==> src/rtl/css_mcu0_el2_ccm_bank_ctrl.sv <==
// SRAM-side bank controller for an EL2 closely-coupled memory (ICCM/DCCM).
// Passes core bank accesses to the macros, runs a zero-fill init engine and aligns read data to RD_LAT.
module css_mcu0_el2_ccm_bank_ctrl #(
  parameter int unsigned       NUM_BANKS = 4,
  parameter int unsigned       DEPTH     = 4096,
  parameter int unsigned       DATA_W    = 32,
  parameter int unsigned       ECC_W     = 7,
  parameter int unsigned       RD_LAT    = 1,
  parameter logic [ECC_W-1:0]  INIT_ECC  = '0,
  localparam int unsigned      ADDR_W    = $clog2(DEPTH)
) (
  input  logic                                  clk,
  input  logic                                  rst,
  input  logic [NUM_BANKS-1:0]                  core_clken,
  input  logic [NUM_BANKS-1:0]                  core_wren,
  input  logic [NUM_BANKS*ADDR_W-1:0]           core_addr,
  input  logic [NUM_BANKS*DATA_W-1:0]           core_wdata,
  input  logic [NUM_BANKS*ECC_W-1:0]            core_wecc,
  output logic [NUM_BANKS*DATA_W-1:0]           core_dout,
  output logic [NUM_BANKS*ECC_W-1:0]            core_decc,
  input  logic                                  init_req,
  output logic                                  init_busy,
  output logic                                  init_done,
  output logic                                  access_err,
  input  logic                                  err_clr,
  output logic [NUM_BANKS-1:0]                  sram_cs,
  output logic [NUM_BANKS-1:0]                  sram_we,
  output logic [NUM_BANKS*ADDR_W-1:0]           sram_addr,
  output logic [NUM_BANKS*(DATA_W+ECC_W)-1:0]   sram_wdata,
  input  logic [NUM_BANKS*(DATA_W+ECC_W)-1:0]   sram_rdata
);

  localparam int unsigned WORD_W = DATA_W + ECC_W;
  localparam int unsigned VLD_N  = (RD_LAT > 1) ? RD_LAT - 1 : 1;

  localparam logic [1:0] ST_IDLE = 2'd0;
  localparam logic [1:0] ST_INIT = 2'd1;
  localparam logic [1:0] ST_DONE = 2'd2;

  logic [1:0]        state_q, state_d;
  logic [ADDR_W-1:0] cnt_q, cnt_d;
  logic              done_q, done_d;
  logic              err_q, err_d;
  logic              in_init;

  assign in_init = (state_q == ST_INIT);

  always_comb begin
    state_d = state_q;
    cnt_d   = cnt_q;
    done_d  = done_q;
    case (state_q)
      ST_IDLE, ST_DONE: begin
        if (init_req) begin
          state_d = ST_INIT;
          cnt_d   = '0;
          done_d  = 1'b0;
        end
      end
      ST_INIT: begin
        cnt_d = cnt_q + ADDR_W'(1);
        if (cnt_q == ADDR_W'(DEPTH - 1)) begin
          state_d = ST_DONE;
          done_d  = 1'b1;
        end
      end
      default: state_d = ST_IDLE;
    endcase
  end

  // A new violation in the same cycle as err_clr keeps the flag set.
  always_comb begin
    err_d = err_q;
    if (in_init && (|core_clken)) err_d = 1'b1;
    else if (err_clr)             err_d = 1'b0;
  end

  always_ff @(posedge clk or posedge rst) begin
    if (rst) begin
      state_q <= ST_IDLE;
      cnt_q   <= '0;
      done_q  <= 1'b0;
      err_q   <= 1'b0;
    end else begin
      state_q <= state_d;
      cnt_q   <= cnt_d;
      done_q  <= done_d;
      err_q   <= err_d;
    end
  end

  assign init_busy  = in_init;
  assign init_done  = done_q;
  assign access_err = err_q;

  always_comb begin
    sram_cs    = '0;
    sram_we    = '0;
    sram_addr  = '0;
    sram_wdata = '0;
    if (in_init) begin
      sram_cs    = '1;
      sram_we    = '1;
      sram_addr  = {NUM_BANKS{cnt_q}};
      sram_wdata = {NUM_BANKS{INIT_ECC, {DATA_W{1'b0}}}};
    end else begin
      sram_cs   = core_clken;
      sram_we   = core_clken & core_wren;
      sram_addr = core_addr;
      for (int unsigned b = 0; b < NUM_BANKS; b++) begin
        sram_wdata[b*WORD_W +: WORD_W] = {core_wecc[b*ECC_W +: ECC_W], core_wdata[b*DATA_W +: DATA_W]};
      end
    end
  end

  for (genvar g = 0; g < NUM_BANKS; g++) begin : g_bank
    logic [VLD_N-1:0]  vld_q, vld_d;
    logic [WORD_W-1:0] rword;

    // vld_q[k] marks that fresh read data entered stage k on the last edge (stage 0 = macro output).
    always_comb begin
      vld_d    = vld_q << 1;
      vld_d[0] = sram_cs[g] & ~sram_we[g];
    end

    always_ff @(posedge clk or posedge rst) begin
      if (rst) vld_q <= '0;
      else     vld_q <= vld_d;
    end

    if (RD_LAT == 1) begin : g_lat1
      logic [WORD_W-1:0] hold_q;

      always_ff @(posedge clk or posedge rst) begin
        if (rst)           hold_q <= '0;
        else if (vld_q[0]) hold_q <= sram_rdata[g*WORD_W +: WORD_W];
      end

      assign rword = vld_q[0] ? sram_rdata[g*WORD_W +: WORD_W] : hold_q;
    end else begin : g_latn
      logic [WORD_W-1:0] stg_q [RD_LAT-1];

      always_ff @(posedge clk or posedge rst) begin
        if (rst) begin
          for (int unsigned k = 0; k < RD_LAT - 1; k++) stg_q[k] <= '0;
        end else begin
          if (vld_q[0]) stg_q[0] <= sram_rdata[g*WORD_W +: WORD_W];
          for (int unsigned k = 1; k < RD_LAT - 1; k++) begin
            if (vld_q[k]) stg_q[k] <= stg_q[k-1];
          end
        end
      end

      assign rword = stg_q[RD_LAT-2];
    end

    assign core_dout[g*DATA_W +: DATA_W] = rword[DATA_W-1:0];
    assign core_decc[g*ECC_W +: ECC_W]   = rword[WORD_W-1:DATA_W];
  end

endmodule
==> config.mk <==
export PLATFORM = sky130hd
export DESIGN_NAME = css_mcu0_el2_ccm_bank_ctrl
export DESIGN_NICKNAME = d
export VERILOG_FILES = /design/src/rtl/css_mcu0_el2_ccm_bank_ctrl.sv
export SDC_FILE = /design/constraint.sdc
export NUM_CORES = 1
export LEC_CHECK = 0
export CAP_MARGIN = 10
export CORE_AREA = 8 8 283 285
export CTS_CLUSTER_DIAMETER = 200
export DETAILED_ROUTE_END_ITERATION = 10
export DIE_AREA = 0 0 291 293
export HOLD_SLACK_MARGIN = 0.06
export RECOVER_POWER = 25
export SLEW_MARGIN = 25
export SYNTH_ARGS = -nofsm -noshare
export SYNTH_HDL_FRONTEND = slang
export SYNTH_SLANG_ARGS = --single-unit
==> constraint.sdc <==
create_clock -name clk -period 11.45 [get_ports clk]
set_clock_uncertainty 0.2 [all_clocks]
set_input_delay 1.145 -clock clk [delete_from_list [all_inputs] [get_ports clk]]
set_output_delay 1.145 -clock clk [all_outputs]
set_load 0.02 [all_outputs]
Word-level counts from Yosys, hierarchy flattened. Index checks and enable logic that the tools add are counted.

Register bits: 176. Input bits: 372. Output and inout port bits: 371. Logic and storage cells: 54.

Add/subtract/negate cells: 1. Eq/ne operators: 5. Muxes and demuxes: 18. Bitwise operators: 9. Reductions and logical operators: 9.

Operators with widths (count): 156-bit 2-to-1 mux (1); 39-bit 2-to-1 mux (4); 48-bit 2-to-1 mux (1); 12-bit one-hot mux with 2 select lines (1); 12-bit by 1-bit adder with 12-bit output, second input constant (1); 12-bit == test, second input constant (1); 12-bit 2-to-1 mux (1); 4-bit 2-to-1 mux (2); 1-bit AND (4); 4-bit AND (1); 1-bit 2-to-1 mux (4); 2-bit 2-to-1 mux (2); 1-bit NOT (4); 2-bit one-hot mux with 2 select lines (1); 2-bit AND reduction (2); 2-bit nonzero test (2); 4-bit OR reduction (1); 3-bit AND reduction (1); 2-bit by 1-bit == test with 1-bit output, second input constant (1); 2-bit == test, second input constant (1); 2-bit zero test (1); 2-bit by 1-bit != test with 1-bit output, second input constant (1); 2-bit != test, second input constant (1); 1-bit one-hot mux with 2 select lines (1); 2 further kinds (2).

Logic depth before layout (Yosys ltp).
Depth in word-level cells: 4. Depth in mapped cells: 6. Mapped depth without buffers: 4.

Least setup slack after synthesis. No wires, ideal clock.

Kind: in2out. From: input port sram_rdata[32]. To: output port core_decc[0]. Arrival: 1.456 ns. Required time: 10.105 ns. Slack: 8.649 ns. Stages: 1. Path buffers: 0. Cell sequence: mux2_2.

Longest elaborated chain between the ends: 1.

Ends and longest elaborated chain: start: declaration (RTL line 30) `input logic [NUM_BANKS*(DATA_W+ECC_W)-1:0] sram_rdata`; 39-bit 2-to-1 mux; end: declaration (RTL line 20) `output logic [NUM_BANKS*ECC_W-1:0] core_decc,`.

Every way passes these cells.

Worst setup path after layout.
From: register g_bank[1].vld_q. To: output port core_dout[45].

Longest elaborated chain between the ends: 1.

Ends and longest elaborated chain: start: declaration (RTL line 117) `logic [VLD_N-1:0] vld_q, vld_d;`; start signal: assignment (RTL line 128) `else vld_q <= vld_d;`; 39-bit 2-to-1 mux; end: declaration (RTL line 19) `output logic [NUM_BANKS*DATA_W-1:0] core_dout,`.

Every way passes these cells.

==> results.yml <==
run_status:
  status: "finished with violations"
  violations: "max-capacitance violations, max-slew violations"
yosys:
  ys_warn_count: 0
  synth-seq-cells: 176
  async_reset_ff_share_pct: 100
  synth_edf_count: 0
  avgSynthCellArea_sq_um: 11.5
  netlist_area_sq_um: 8270
  yosys.cell_types.count: 39
  synth_nets: 1090
  synth_ff_type: "dfrtp_1"
  syn_inst: 717
  ys_seq_area_share_pct: 53.2
min_path:
  hold-path-endpoint: "g_bank[1].g_lat1.hold_q[22]$_DFF_PP0_"
  hold_path_class: "reg2reg"
  hp-start: "g_bank[1].g_lat1.hold_q[22]$_DFF_PP0_"
  whs_path_depth: 1
die:
  die_area_sq_um: 85300
  die_w_um: 291
  die_h_um: 293
  core_sq_um: 75400
  ios: 743
  initial_utilization_pct: 11.0
  fp-row-count: 101
route:
  highest_layer: "met5"
  num_vias: 8330
  dr.pass1.iters: 4
  wl_um: 53900
  drt_iter0_markers: 292
  dr_wl_met2_um: 28800
  drt-met1-wl_um: 18100
  vias_per_cell: 3.42
  wl_per_cell_um: 22.1
  wl_met3_um: 5450
  drcViolationCount: 0
  ant_nets: 0
sta:
  period_needed_ns: 4.88
  slew_viol_final: 182
  rsz0062_at_grt: "no"
  tightestPinTransition_ns: 2.76
  tns_ns: 0
  post-route-period-util_pct: 42.6
  setup_viol: 0
  relSlewSlack_pct: -85.2
  hold_viol: 0
  whs_ns: 0.283
  fmax_mhz: 205
global_routing:
  grt_usage_pct: 12.1
  antenna_found_initial: 17
  grt_pass1_vias: 9392
  grt_pass1_wl_um: 74300
  grt_max_degree: 136
  grt-ovfl-total: 0
worst_setup_path:
  reg2regPathDepth: 2
  path_cells: "clkbuf_1 -> mux2_2 -> clkdlybuf4s50_1"
  arrival_ns: 3.53
  crit_start: "g_bank[1].vld_q$_DFF_PP0_"
  path_max_fanout: 39
  r2r_start: "g_bank[1].vld_q$_DFF_PP0_"
  r2r_end: "g_bank[1].g_lat1.hold_q[25]$_DFF_PP0_"
  crit_path_max_incr_delay_ns: 1.60
  crit_slowest_cell: "clkbuf_1"
  reg2reg_slack_ns: 8.67
  worstSetupPathType: "reg2out"
  end_kind: "output port"
  worstSetupStartpointType: "flop"
  required_ns: 10.11
cts:
  cts_buffers: 17
  cts_max_path_buffers: 2
  ctsHoldBuffers: 0
  htreeDepth: 4
  cts_sinks: 176
  clk_latency_ns: 0.46
  cts_tree: "done"
  cts.repair.resized: 0
  post-cts-setup-buffer-count: 0
  cts_root_buf: "clkbuf_16"
  cts.clk_slew.worst_paths_ns: 0.07
pwr:
  vdd_ir_drop_max_mv: 0.0867
  power_uw: 3030
  power_leakage_uw: 0.00682
  power_density_nw_per_um2: 175
finish:
  layout_commonest_cell: "clkdlybuf4s50_1"
  layout_common_cells: "clkdlybuf4s50_1 (730), dfrtp_1 (176), and2_1 (156), nand2_1 (126), mux2_1 (91)"
  drive_gt1_share_pct: 7.70
  nNetsFinal: 1814
  fillerInstances: 8025
  area_delta_synth_final_pct: 110
  final_cell_count_no_fill: 2437
placed_design:
  gp_congestion: 0.852
  portBuffers: 742
  hpwl_um: 47500
  dp.cells: 2399
job:
  drv_cap: 4
layer usage:
layer / global-route usage [%] / up-vias
met4: 4.29 / 18
met1: 11.3 / 3954
li1: - / 3826
met3: 5.83 / 61
met5: 0 / -
met2: 22.9 / 471
per-stage QoR:
step / utilization, % / setup WS, ns / cell area, sq um
final: 23.0 / 6.57 / 17400
after global routing: 23.0 / 6.31 / 17400
after global placement: 22.2 / 7.20 / 16700
after CTS: 23.0 / 6.57 / 17300
after detailed placement: 22.2 / 7.13 / 16700
after floorplan: - / 5.33 / 8270
kinds of logic after synthesis:
group / after synthesis / share of synthesized area [%]
fa+ha+maj: 1 / 0.151
simple gates: 310 / 19.8
buf+inv: 50 / 3.10
flops: 176 / 53.2
compound gates: 19 / 1.82
mux: 161 / 21.9
layout make-up:
cell class	count	area [sq um]	area share, %
clock buffer	17	425	2.45
antenna	5	12.5	0.0720
tap	978	1220	7.05
clock inverter	15	160	0.922
multi-input combinational	491	3620	20.8
inverter	6	23.8	0.137
timing repair buffer	749	7500	43.2
sequential	176	4400	25.4
how the worst max path moves through the flow:
stage                              to  slack [ns]
2_1_floorplan  access_err$_DFFE_PP0P_        5.33
3_3_place_gp            sram_addr[43]        7.20
6_report                core_dout[45]        6.57
3_5_place_dp            sram_addr[43]        7.13
4_1_cts                 sram_addr[47]        6.57
5_1_grt                 core_dout[45]        6.31
cells in the mapped netlist (2+ instances only):
library cell  count  area (sq um)
o21ai_0           2          10.0
buf_2            24           120
nor4_1            5          31.3
clkbuf_2          7          35.0
o31ai_1           2          15.0
o41ai_1           2          17.5
nand3_1           4          20.0
a21oi_1           2          10.0
buf_6             2          22.5
inv_1             6          22.5
mux2_2          157          1770
mux2i_1           4          40.0
nand2_1         126           473
and2_1          156           976
clkbuf_1          9          33.8
o21ai_1           2          10.0
nand2b_1          6          37.5
nor3b_1           5          37.5
dfrtp_1         176          4400
state kept, by name, summed over array words and instances (netlist names):
signal and cells:
access_err 1, g_bank.vld_q 4, state_q 2, cnt_q 12
g_bank.g_lat1.hold_q 156, init_done 1
power breakdown:
part / internal (uW) / switching, uW / total (uW)
Sequential: 838 / 71.9 / 910
Clock: 294 / 302 / 596
Combinational: 750 / 779 / 1530
Total: 1880 / 1150 / 3030
worst max-delay path: cells and delay by family, from the launching register on:
family,cells,cell delay [ns]
mux,1,0.43
flops,1,0.34
buf+inv,2,2.25
No activity file was read; power rests on OpenSTA's default activity.
